$ cat src/rtl/rtc_bus_pkg.sv
// Shared types and constants for the RTC multiplexed-bus sequencer.
// Optional RTC_TRANSFER_CMD_EN (used by rtc_bus_sequencer) appends a transfer command to write sweeps.
package rtc_bus_pkg;

    typedef enum logic [2:0] {
        ST_IDLE,
        ST_ADDR_ASSERT,
        ST_ADDR_GAP,
        ST_DATA_ASSERT,
        ST_DATA_GAP,
        ST_FINISH
    } state_t;

    typedef enum logic {
        SWP_RD,
        SWP_WR
    } sweep_t;

    localparam logic [7:0] XFER_CMD      = 8'hF1;
    localparam int         DEF_T_PULSE   = 4;
    localparam int         DEF_T_GAP     = 2;
    localparam int         DEF_N_REGS    = 7;
    localparam logic [7:0] DEF_BASE_ADDR = 8'h21;
    localparam int         TMR_W         = 8;

endpackage

$ cat src/rtl/rtc_phase_timer.sv
// Loadable down-counter timing one bus phase; 'last' marks the final cycle of the phase.
module rtc_phase_timer
    import rtc_bus_pkg::*;
(
    input  logic             CLK,
    input  logic             reset,
    input  logic             load,
    input  logic [TMR_W-1:0] load_val,
    output logic             last
);

    logic [TMR_W-1:0] count;

    always_ff @(posedge CLK) begin
        if (reset) begin
            count <= '0;
        end else if (load) begin
            count <= load_val;
        end else if (count != '0) begin
            count <= count - 1'b1;
        end
    end

    assign last = (count == '0);

endmodule

$ cat src/rtl/rtc_bus_sequencer.sv
// Walks the RTC time/date registers over the multiplexed AD bus for read or write sweeps.
// Define RTC_TRANSFER_CMD_EN to append an F1/F1 transfer-command bus cycle to every write sweep.
module rtc_bus_sequencer
    import rtc_bus_pkg::*;
#(
    parameter int         T_PULSE   = DEF_T_PULSE,
    parameter int         T_GAP     = DEF_T_GAP,
    parameter int         N_REGS    = DEF_N_REGS,
    parameter logic [7:0] BASE_ADDR = DEF_BASE_ADDR
) (
    input  logic       CLK,
    input  logic       reset,
    input  logic       Inicio_Lectura,
    input  logic       Inicio_Escritura,
    input  logic [7:0] wr_data,
    input  logic [7:0] ad_in,
    output logic [7:0] ad_out,
    output logic       ad_oe,
    output logic       cs_n,
    output logic       ad_n,
    output logic       rd_n,
    output logic       wr_n,
    output logic [2:0] reg_idx,
    output logic [7:0] rd_data,
    output logic       rd_valid,
    output logic       busy,
    output logic       BandFin
);

    state_t           state, state_nx;
    sweep_t           kind;
    logic             pend_wr, pend_rd;
    logic             start_wr, start_rd;
    logic             tmr_load, tmr_last;
    logic [TMR_W-1:0] tmr_val;
    logic             last_reg, sweep_done, xfer_act;
    logic [7:0]       addr_byte;

    rtc_phase_timer u_timer (
        .CLK      (CLK),
        .reset    (reset),
        .load     (tmr_load),
        .load_val (tmr_val),
        .last     (tmr_last)
    );

    assign last_reg = (reg_idx == 3'(N_REGS - 1));

`ifdef RTC_TRANSFER_CMD_EN
    logic xfer;
    always_ff @(posedge CLK) begin
        if (reset || start_wr || start_rd) begin
            xfer <= 1'b0;
        end else if (state == ST_DATA_GAP && tmr_last) begin
            xfer <= last_reg && (kind == SWP_WR) && !xfer;
        end
    end
    assign xfer_act   = xfer;
    // The transfer command is the extra bus cycle that closes a write sweep.
    assign sweep_done = xfer || (last_reg && kind == SWP_RD);
`else
    assign xfer_act   = 1'b0;
    assign sweep_done = last_reg;
`endif

    assign addr_byte = xfer_act ? XFER_CMD : 8'(BASE_ADDR + {5'b0, reg_idx});

    // Next state; FINISH arbitrates like IDLE so a pending sweep starts right after BandFin.
    always_comb begin
        state_nx = state;
        tmr_load = 1'b0;
        tmr_val  = '0;
        start_wr = 1'b0;
        start_rd = 1'b0;
        case (state)
            ST_IDLE, ST_FINISH: begin
                state_nx = ST_IDLE;
                if (pend_wr || Inicio_Escritura) begin
                    start_wr = 1'b1;
                end else if (pend_rd || Inicio_Lectura) begin
                    start_rd = 1'b1;
                end
                if (start_wr || start_rd) begin
                    state_nx = ST_ADDR_ASSERT;
                    tmr_load = 1'b1;
                    tmr_val  = TMR_W'(T_PULSE - 1);
                end
            end
            ST_ADDR_ASSERT: if (tmr_last) begin
                state_nx = ST_ADDR_GAP;
                tmr_load = 1'b1;
                tmr_val  = TMR_W'(T_GAP - 1);
            end
            ST_ADDR_GAP: if (tmr_last) begin
                state_nx = ST_DATA_ASSERT;
                tmr_load = 1'b1;
                tmr_val  = TMR_W'(T_PULSE - 1);
            end
            ST_DATA_ASSERT: if (tmr_last) begin
                state_nx = ST_DATA_GAP;
                tmr_load = 1'b1;
                tmr_val  = TMR_W'(T_GAP - 1);
            end
            ST_DATA_GAP: if (tmr_last) begin
                if (sweep_done) begin
                    state_nx = ST_FINISH;
                end else begin
                    state_nx = ST_ADDR_ASSERT;
                    tmr_load = 1'b1;
                    tmr_val  = TMR_W'(T_PULSE - 1);
                end
            end
            default: state_nx = ST_IDLE;
        endcase
    end

    always_ff @(posedge CLK) begin
        if (reset) begin
            state    <= ST_IDLE;
            kind     <= SWP_RD;
            pend_wr  <= 1'b0;
            pend_rd  <= 1'b0;
            reg_idx  <= '0;
            rd_data  <= '0;
            rd_valid <= 1'b0;
        end else begin
            state    <= state_nx;
            pend_wr  <= (pend_wr || Inicio_Escritura) && !start_wr;
            pend_rd  <= (pend_rd || Inicio_Lectura) && !start_rd;
            rd_valid <= 1'b0;
            if (start_wr || start_rd) begin
                kind    <= start_wr ? SWP_WR : SWP_RD;
                reg_idx <= '0;
            end
            if (state == ST_DATA_ASSERT && kind == SWP_RD && tmr_last) begin
                rd_data  <= ad_in;
                rd_valid <= 1'b1;
            end
            if (state == ST_DATA_GAP && tmr_last) begin
                reg_idx <= (last_reg || xfer_act) ? 3'd0 : reg_idx + 3'd1;
            end
        end
    end

    always_comb begin
        cs_n    = 1'b1;
        rd_n    = 1'b1;
        wr_n    = 1'b1;
        ad_n    = 1'b0;
        ad_oe   = 1'b0;
        ad_out  = 8'h00;
        busy    = 1'b0;
        BandFin = 1'b0;
        case (state)
            ST_ADDR_ASSERT: begin
                cs_n   = 1'b0;
                wr_n   = 1'b0;
                ad_oe  = 1'b1;
                ad_out = addr_byte;
                busy   = 1'b1;
            end
            ST_ADDR_GAP: begin
                cs_n   = 1'b0;
                ad_oe  = 1'b1;
                ad_out = addr_byte;
                busy   = 1'b1;
            end
            ST_DATA_ASSERT: begin
                cs_n = 1'b0;
                ad_n = 1'b1;
                busy = 1'b1;
                if (kind == SWP_WR) begin
                    wr_n   = 1'b0;
                    ad_oe  = 1'b1;
                    ad_out = xfer_act ? XFER_CMD : wr_data;
                end else begin
                    rd_n = 1'b0;
                end
            end
            ST_DATA_GAP: begin
                ad_n = 1'b1;
                busy = 1'b1;
            end
            ST_FINISH: BandFin = 1'b1;
            default: ;
        endcase
    end

endmodule

$ cat config.mk
export PLATFORM = sky130hd
export DESIGN_NAME = rtc_bus_sequencer
export DESIGN_NICKNAME = d
export VERILOG_FILES = /design/src/rtl/rtc_bus_pkg.sv /design/src/rtl/rtc_phase_timer.sv /design/src/rtl/rtc_bus_sequencer.sv
export SDC_FILE = /design/constraint.sdc
export NUM_CORES = 1
export LEC_CHECK = 0
export ABC_AREA = 1
export ABC_CLOCK_PERIOD_IN_PS = 2550
export CAP_MARGIN = 30
export CORE_MARGIN = 2
export CORE_UTILIZATION = 25
export CTS_CLUSTER_DIAMETER = 30
export DETAILED_ROUTE_END_ITERATION = 7
export SLEW_MARGIN = 20
export SYNTH_ARGS = -nofsm -noshare
export SYNTH_HDL_FRONTEND = slang
export SYNTH_SLANG_ARGS = --single-unit
$ cat constraint.sdc
create_clock -name CLK -period 2.55 [get_ports CLK]
set_input_delay 0.6375 -clock CLK [delete_from_list [all_inputs] [get_ports CLK]]
set_output_delay 0.6375 -clock CLK [all_outputs]
set_load 0.02 [all_outputs]
==> key figures, run 1 <==
Run status
  – Outcome: complete, no violations

STA
  – Slew headroom: 66.56%
  – Fin Hold WS: around 0.47 ns
  – Min Tclk post-route: 2.479 ns
  – Final worst-path cycle share: a little over nine tenths
  – Setup violations, final: 0
  – RSZ-0062 raised after global routing: false
  – Final Hold Vio Count: 0
  – Final Slew Violations: 0
  – Fmax: 403.4 MHz
  – Setup TNS: 0 ns
  – Final clock skew: roughly 0.006 ns
  – Slew @ Worst Pin: about 0.5 ns

CTS
  – Number of buffers created by CTS: 3
  – CTS tree: done
  – Hold Buf Count CTS: 0
  – Sink Count: 26
  – H-tree levels: 1
  – Clock Path Buffers: 2
  – Root buf cell: clkbuf_8
  – Clk pin slew, worst setup/hold paths: 0.08 ns
  – Latest clock arrival within the worst-skew pair: 0.27 ns

Yosys
  – Post-Synthesis Net Count: 234
  – Ranking of synthesized cells by area: dfxtp_1 (36%), nand2_1 (12%), nor2_1 (8.1%)
  – Sequential element share of the synthesized area: roughly 36%
  – Ys Warns: 0
  – Synth top area share: between 30 and 40%
  – Synth cell types: 24
  – Syn Area/Cell: 6.846 µm²
  – Post-Syn Area: 0.001438 mm²
  – Post-synthesis register bit count: 26
  – Mapped Cells: 210
  – Synth area leader: dfxtp_1

Hold path
  – Hold Crit Start: rd_data[0]
  – Worst Hold Path Cells: 2
  – Worst Hold Class: flip-flop to flip-flop
  – Hold Crit Endpoint: rd_data[0]

Global routing
  – Total grt overflow: 0
  – Largest net degree at the start of global routing: 20
  – Antenna violations before repair: 0
  – GRT Total Usage: 10.89%
  – First-pass GRT wire length: between 5000 and 6000 µm
  – Number of global-route vias before repair: between 1000 and 1500

Setup path
  – Worst setup SP type: primary input
  – Worst Setup End Kind: primary output
  – Kind of critical path: primary input to primary output
  – Reg2Reg Setup Slack: 0.97 ns
  – Crit Reg-Reg Startpoint: u_timer.count[0]
  – CP max FO: 1
  – Reg2reg end: u_timer.count[2]
  – CP Data Required Time: between 1.5 and 2 ns
  – Critical Path AT: between 1.5 and 2 ns
  – Worst R2R Path Depth: 9
  – Critical path launch point: wr_data[6]

Detailed routing
  – ANT nets after route: 0
  – Vias/cell: 4.416
  – DR DRC count: 0
  – Starting DRC count in detailed routing: 51
  – Vias: about 1500
  – Final WL: 3528 µm
  – DR pass1 iterations: 4
  – Avg WL per Cell: 10.72 µm

Job
  – Max-cap viol count: 0

Floorplan
  – Num rows: 27
  – Core area: about 0.0055 mm²
  – Boundary Pins: 47
  – Die height: 79.83 µm
  – Die width: ~80 µm
  – Die Area: 0.006373 mm²
  – Initial Util: around 26%

Placed design
  – Gp weighted congestion: approximately 0.80
  – IO Port Bufs: 46
  – Post-DP HPWL: around 2700 µm

Layout
  – Area Growth Syn to Fin: 40.64%
  – Fin nets: 283
  – Layout cells sized above 1: 8.560%
  – Antenna Cells: 0

Power and ir drop
  – VDD IR max: around 0.40 mV
  – P per Cell Area: approximately 1000 mW/mm²
  – Lkg Pwr: 0.9062 nW
[Yosys cell counts, drive strengths merged]
cell type	instances
clkbuf	1
nor2	33
dfxtp	26
a21oi	17
xor2	3
o21a	1
buf	3
o211ai	1
xnor2	1
o21ai	9
nand3	26
nand2	50
inv	28
nand4	4
nor3	3
ha	4
[cells by family after synthesis]
family / Yosys count / share of synthesized area, %
AO/OA/AOI/OAI: 28 / 10.88
XOR/XNOR: 4 / 2.437
adder cells (fa/ha/maj): 4 / 3.481
buffers and inverters: 32 / 8.963
flip-flops: 26 / 36.21
AND/OR/NAND/NOR: 116 / 38.03
[what timing repair did]
item | 4_1_cts | 5_1_grt
hold endpoints to repair | 0 | 0
resized for setup | 6 | 3
buffers inserted | 0 | 0
setup endpoints to repair | 5 | 3
[worst max-delay path by stage]
stage | end | slack [ns] | cells after the start
after global routing | ad_out[6] | 0.05 | 4
after global placement | ad_out[0] | 0.06 | 4
after floorplan | ad_out[1] | 0.53 | 3
after detailed placement | ad_out[2] | 0.003 | 4
final | ad_out[6] | 0.07 | 4
after CTS | ad_out[4] | 0.04 | 4
[metrics by stage]
stage / std cells / power (W) / cell area [µm²] / setup WS [ns] / util [%]
finish: 329 / 0.002011 / 2022 / 0.07130 / 36.50
global route: 329 / 0.002210 / 2022 / 0.05227 / 36.50
CTS: 329 / 0.002038 / 2016 / 0.03525 / 36.38
detailed placement: 326 / 0.001813 / 1979 / 0.002652 / 35.73
global placement: 326 / 0.001794 / 1979 / 0.05690 / 35.73
floorplan: 210 / 0.001495 / 1438 / 0.5265 / -
[state kept, by name, indices dropped and copies added, names as in the netlist]
name	cells
kind	1
pend_rd	1
pend_wr	1
rd_data	8
rd_valid	1
reg_idx	3
state	3
u_timer.count	8
[cell usage in the layout, fill, tap and decap left out]
cell type | synthesis | routed
nand2_1 | 47 | 47
clkdlybuf4s50_1 | 0 | 39
nor2_1 | 31 | 31
dfxtp_1 | 26 | 24
inv_1 | 23 | 23
nand3_1 | 22 | 22
a21oi_1 | 17 | 17
o21ai_0 | 8 | 8
inv_2 | 5 | 5
dlygate4sd2_1 | 0 | 5
nand3_2 | 4 | 4
nand4_1 | 4 | 4
ha_1 | 4 | 4
nor3_1 | 3 | 3
xor2_1 | 3 | 3
clkbuf_8 | 0 | 3
nor2_8 | 2 | 2
nand2_2 | 2 | 2
dlymetal6s2s_1 | 0 | 2
buf_4 | 0 | 2
dfxtp_2 | 0 | 2
o21ai_4 | 1 | 1
nand2_4 | 1 | 1
o21a_1 | 1 | 1
xnor2_1 | 1 | 1
o211ai_1 | 1 | 1
[critical path, cell delays in order]
cell and delay [ns]:
clkdlybuf4s50_1 0.45, nand2_1 0.05, nor2_1 0.10, clkdlybuf4s50_1 0.60
[where the power goes]
group | leakage (nW) | internal [W] | switching [W]
logic | 0.672 | 0.000434 | 0.000771
registers | 0.212 | 0.000496 | 0.0000794
clock network | 0.0216 | 0.000106 | 0.000126
[metal layers]
layer  GRT usage [%]  vias to the layer above  share of wire (%)
met2           19.41                       42                 46
met1           13.16                      643                 47
met3           3.281                        2                7.2
li1                -                      766                  -
met4           1.525                        0               0.37
met5               0                        -                  0
[layout make-up]
class	count	area [µm²]
clock buffer	3	41.29
fill	622	3518
inverter	28	105.1
multi-input combinational	152	788.3
sequential	26	523.0
tap	72	90.09
timing repair buffer	48	474.2
Power figures use the tool's default switching activity.
==> run 2: changes to the inputs <==
--- a/config.mk
+++ b/config.mk
@@ -8,3 +8,3 @@
 export ABC_AREA = 1
-export ABC_CLOCK_PERIOD_IN_PS = 2550
+export ABC_CLOCK_PERIOD_IN_PS = 2400
 export CAP_MARGIN = 30
==> constraint.sdc (replaced) <==
create_clock -name CLK -period 2.4 [get_ports CLK]
set_input_delay 0.48 -clock CLK [delete_from_list [all_inputs] [get_ports CLK]]
set_output_delay 0.48 -clock CLK [all_outputs]
set_load 0.02 [all_outputs]
==> run 2 against run 1 <==
  * Clock skew about the same
  * Clock-buffer cell count unchanged
  * First-iteration DRC count decreased by 2.0%
  * Die area unchanged
  * Global-route usage unchanged
  * Combinational power increased by 7%
  * Via count about the same
  * Cell count unchanged
  * Critical path type is now flip-flop to primary output
  * Sequential cell count unchanged
  * Final area decreased by 0.25%
  * Total power increased by 6.3%
==> key figures, run 2 (synthesized netlist as in run 1, its figures left out) <==
STA
  – Final worst-path cycle share: between 90 and 100%
  – Slew @ Worst Pin: 0.4929 ns (was 0.4978 ns)
  – Min Tclk post-route: 2.221 ns
  – Final Slew Violations: 0 (unchanged)
  – Final Hold Vio Count: 0 (unchanged)
  – RSZ-0062 raised after global routing: false (unchanged)
  – Slew headroom: 66.89% (was 66.56%)
  – Setup TNS: 0 ns (unchanged)
  – Setup violations, final: 0 (unchanged)
  – Fmax: 450.2 MHz
  – Final clock skew: 0.005898 ns (was 0.006068 ns)

Setup path
  – Worst setup SP type: flip-flop (was primary input)
  – Slowest cell on the critical path: clkdlybuf4s50_1 (unchanged)
  – Worst R2R Path Depth: 8 (was 9)
  – Top cell family by delay on the critical path: buffers and inverters (unchanged)
  – Reg2reg end: reg_idx[1] (was u_timer.count[2])
  – Crit Reg-Reg Startpoint: u_timer.count[0] (unchanged)
  – Buf/Inv on CP: 2 (unchanged)
  – CP max FO: 7 (was 1)
  – Critical Path AT: 1.74 ns (was 1.84 ns)
  – Worst Setup End Kind: primary output (unchanged)
  – Kind of critical path: flip-flop to primary output (was primary input to primary output)
  – Crit-path cells: inv_2, o21ai_4, nor2_1, o21a_1, clkdlybuf4s50_1 (was clkdlybuf4s50_1, nand2_1, nor2_1, clkdlybuf4s50_1)
  – Reg2Reg Setup Slack: 0.82 ns (was 0.97 ns)
  – CP max stage delay: 0.60 ns (about the same)
  – CP Data Required Time: 1.92 ns (was 1.91 ns)

CTS
  – Latest clock arrival within the worst-skew pair: 0.27 ns (about the same)
  – H-tree levels: 1 (unchanged)
  – Post-CTS setup buffer count: 0 (unchanged)
  – Number of buffers created by CTS: 3 (unchanged)
  – Root buf cell: clkbuf_8 (unchanged)
  – Sink Count: 26 (unchanged)
  – Clk pin slew, worst setup/hold paths: 0.09 ns (was 0.08 ns)
  – Clock Path Buffers: 2 (unchanged)
  – CTS tree: done (unchanged)

Detailed routing
  – Vias/cell: 4.419 (was 4.416)
  – Starting DRC count in detailed routing: 50 (was 51)
  – DR DRC count: 0 (unchanged)
  – Vias: 1454 (was 1453)
  – DR pass1 iterations: 4 (unchanged)
  – Final WL: 3519 µm (was 3528 µm)
  – Avg WL per Cell: 10.70 µm (was 10.72 µm)
  – ANT nets after route: 0 (unchanged)

Layout
  – Most frequent cells in the layout: nand2_1 (47), clkdlybuf4s50_1 (41), nor2_1 (31) (was nand2_1 (47), clkdlybuf4s50_1 (39), nor2_1 (31))
  – Post-layout util: 36.40% (was 36.50%)
  – Area Growth Syn to Fin: 40.30% (was 40.64%)
  – Fin nets: 283 (unchanged)
  – Layout cells sized above 1: 8.560% (unchanged)
  – Antenna Cells: 0 (unchanged)
  – Layout fillers: 623 (was 622)
  – Commonest non-fill, non-tap cell in the layout: nand2_1 (unchanged)
  – Regs by FF count: rd_data: 8 flops, u_timer.count: 8 flops (unchanged)
  – Finished Layout Cells: 329 (unchanged)

Floorplan
  – Num rows: 27 (unchanged)
  – Die height: 79.83 µm (unchanged)
  – Boundary Pins: 47 (unchanged)
  – Die Area: 0.006373 mm² (unchanged)
  – Initial Util: 25.95% (unchanged)
  – Core area: 0.005540 mm² (unchanged)
  – Die width: 79.83 µm (unchanged)

Power and ir drop
  – Pwr Total: 0.002137 W (was 0.002011 W)
  – Lkg Pwr: 0.8689 nW (was 0.9062 nW)
  – P per Cell Area: 1060 mW/mm² (was 994.8 mW/mm²)
  – VDD IR max: 0.4220 mV (was 0.3967 mV)

Global routing
  – Antenna violations before repair: 0 (unchanged)
  – Largest net degree at the start of global routing: 20 (unchanged)
  – Number of global-route vias before repair: 1316 (unchanged)
  – GRT Total Usage: 10.89% (unchanged)
  – Total grt overflow: 0 (unchanged)
  – First-pass GRT wire length: 5664 µm (unchanged)

Job
  – Max-cap viol count: 0 (unchanged)

Placed design
  – Placed cell count: 326 (unchanged)
  – Gp weighted congestion: 0.7984 (unchanged)
  – Post-DP HPWL: 2695 µm (unchanged)
  – IO Port Bufs: 46 (unchanged)

Run status
  – Outcome: complete, no violations (unchanged)

Hold path
  – Hold Crit Endpoint: rd_data[0] (unchanged)
  – Hold Crit Start: rd_data[0] (unchanged)
  – Worst Hold Path Cells: 2 (unchanged)
  – Worst Hold Class: flip-flop to flip-flop (unchanged)
run 2: cell types whose count changed in the layout (fill, tap and decap cells not counted):
cell / before / now
dlymetal6s2s_1: 2 / 0
clkdlybuf4s50_1: 39 / 41
run 2: final cells by class:
| class | count | area, µm² | area share [%] |
|---|---|---|---|
| Clock buffer | 3 | 41.29 | 2.047 |
| Inverter | 28 | 105.1 | 5.211 |
| Multi-Input combinational cell | 152 | 788.3 | 39.08 |
| Sequential cell | 26 | 523.0 | 25.93 |
| Tap cell | 72 | 90.09 | 4.467 |
| Timing Repair Buffer | 48 | 469.2 | 23.26 |
run 2: worst reg2reg max path, stage by stage, from the launching register on:
cell and delay [ns]:
dfxtp_1 0.33, inv_1 0.11, ha_1 0.19, nand3_2 0.13, nor2_8 0.30, nand2_2 0.13, nor2_1 0.15, nand2_1 0.07
a21oi_1 0.12
run 2: worst max path at each step:
stage / cells past startpoint / end / startpoint
2_1_floorplan: 3 / ad_out[1] / reg_idx[0]
3_3_place_gp: 4 / ad_out[0] / wr_data[0]
3_5_place_dp: 4 / ad_out[2] / wr_data[2]
4_1_cts: 6 / rd_n / state[1]
5_1_grt: 6 / rd_n / state[0]
6_report: 5 / ad_out[5] / state[2]
run 2: repair_timing:
item / 4_1_cts / 5_1_grt
gates cloned: 0 / 0
endpoints found under the setup margin: 5 / 1
gates resized for setup: 6 / 1
hold buffers: 0 / 0
run 2: power by group:
part	leakage, nW	total, W	switching (W)	internal, W
Clock	0.0216	0.000246	0.000134	0.000112
Sequential	0.212	0.000611	0.0000842	0.000527
Combinational	0.635	0.00128	0.000819	0.000462
run 2: stage by stage:
stage	setup WS (ns)	hold WS (ns)	instance area [µm²]
finish	0.1787	0.4657	2017
detailed placement	0.1677	0.4552	1979
global placement	0.2219	0.4500	1979
floorplan	0.5340	0.4999	1438
global route	0.06540	0.4956	2017
CTS	0.09404	0.4689	2016
run 2: routing by layer:
metal / up-vias / global-route usage (%) / routed length (µm)
met1: 644 / 13.16 / 1653
met5: - / 0 / 0
met2: 42 / 19.41 / 1599
li1: 766 / - / -
met3: 2 / 3.281 / 252
met4: 0 / 1.525 / 13
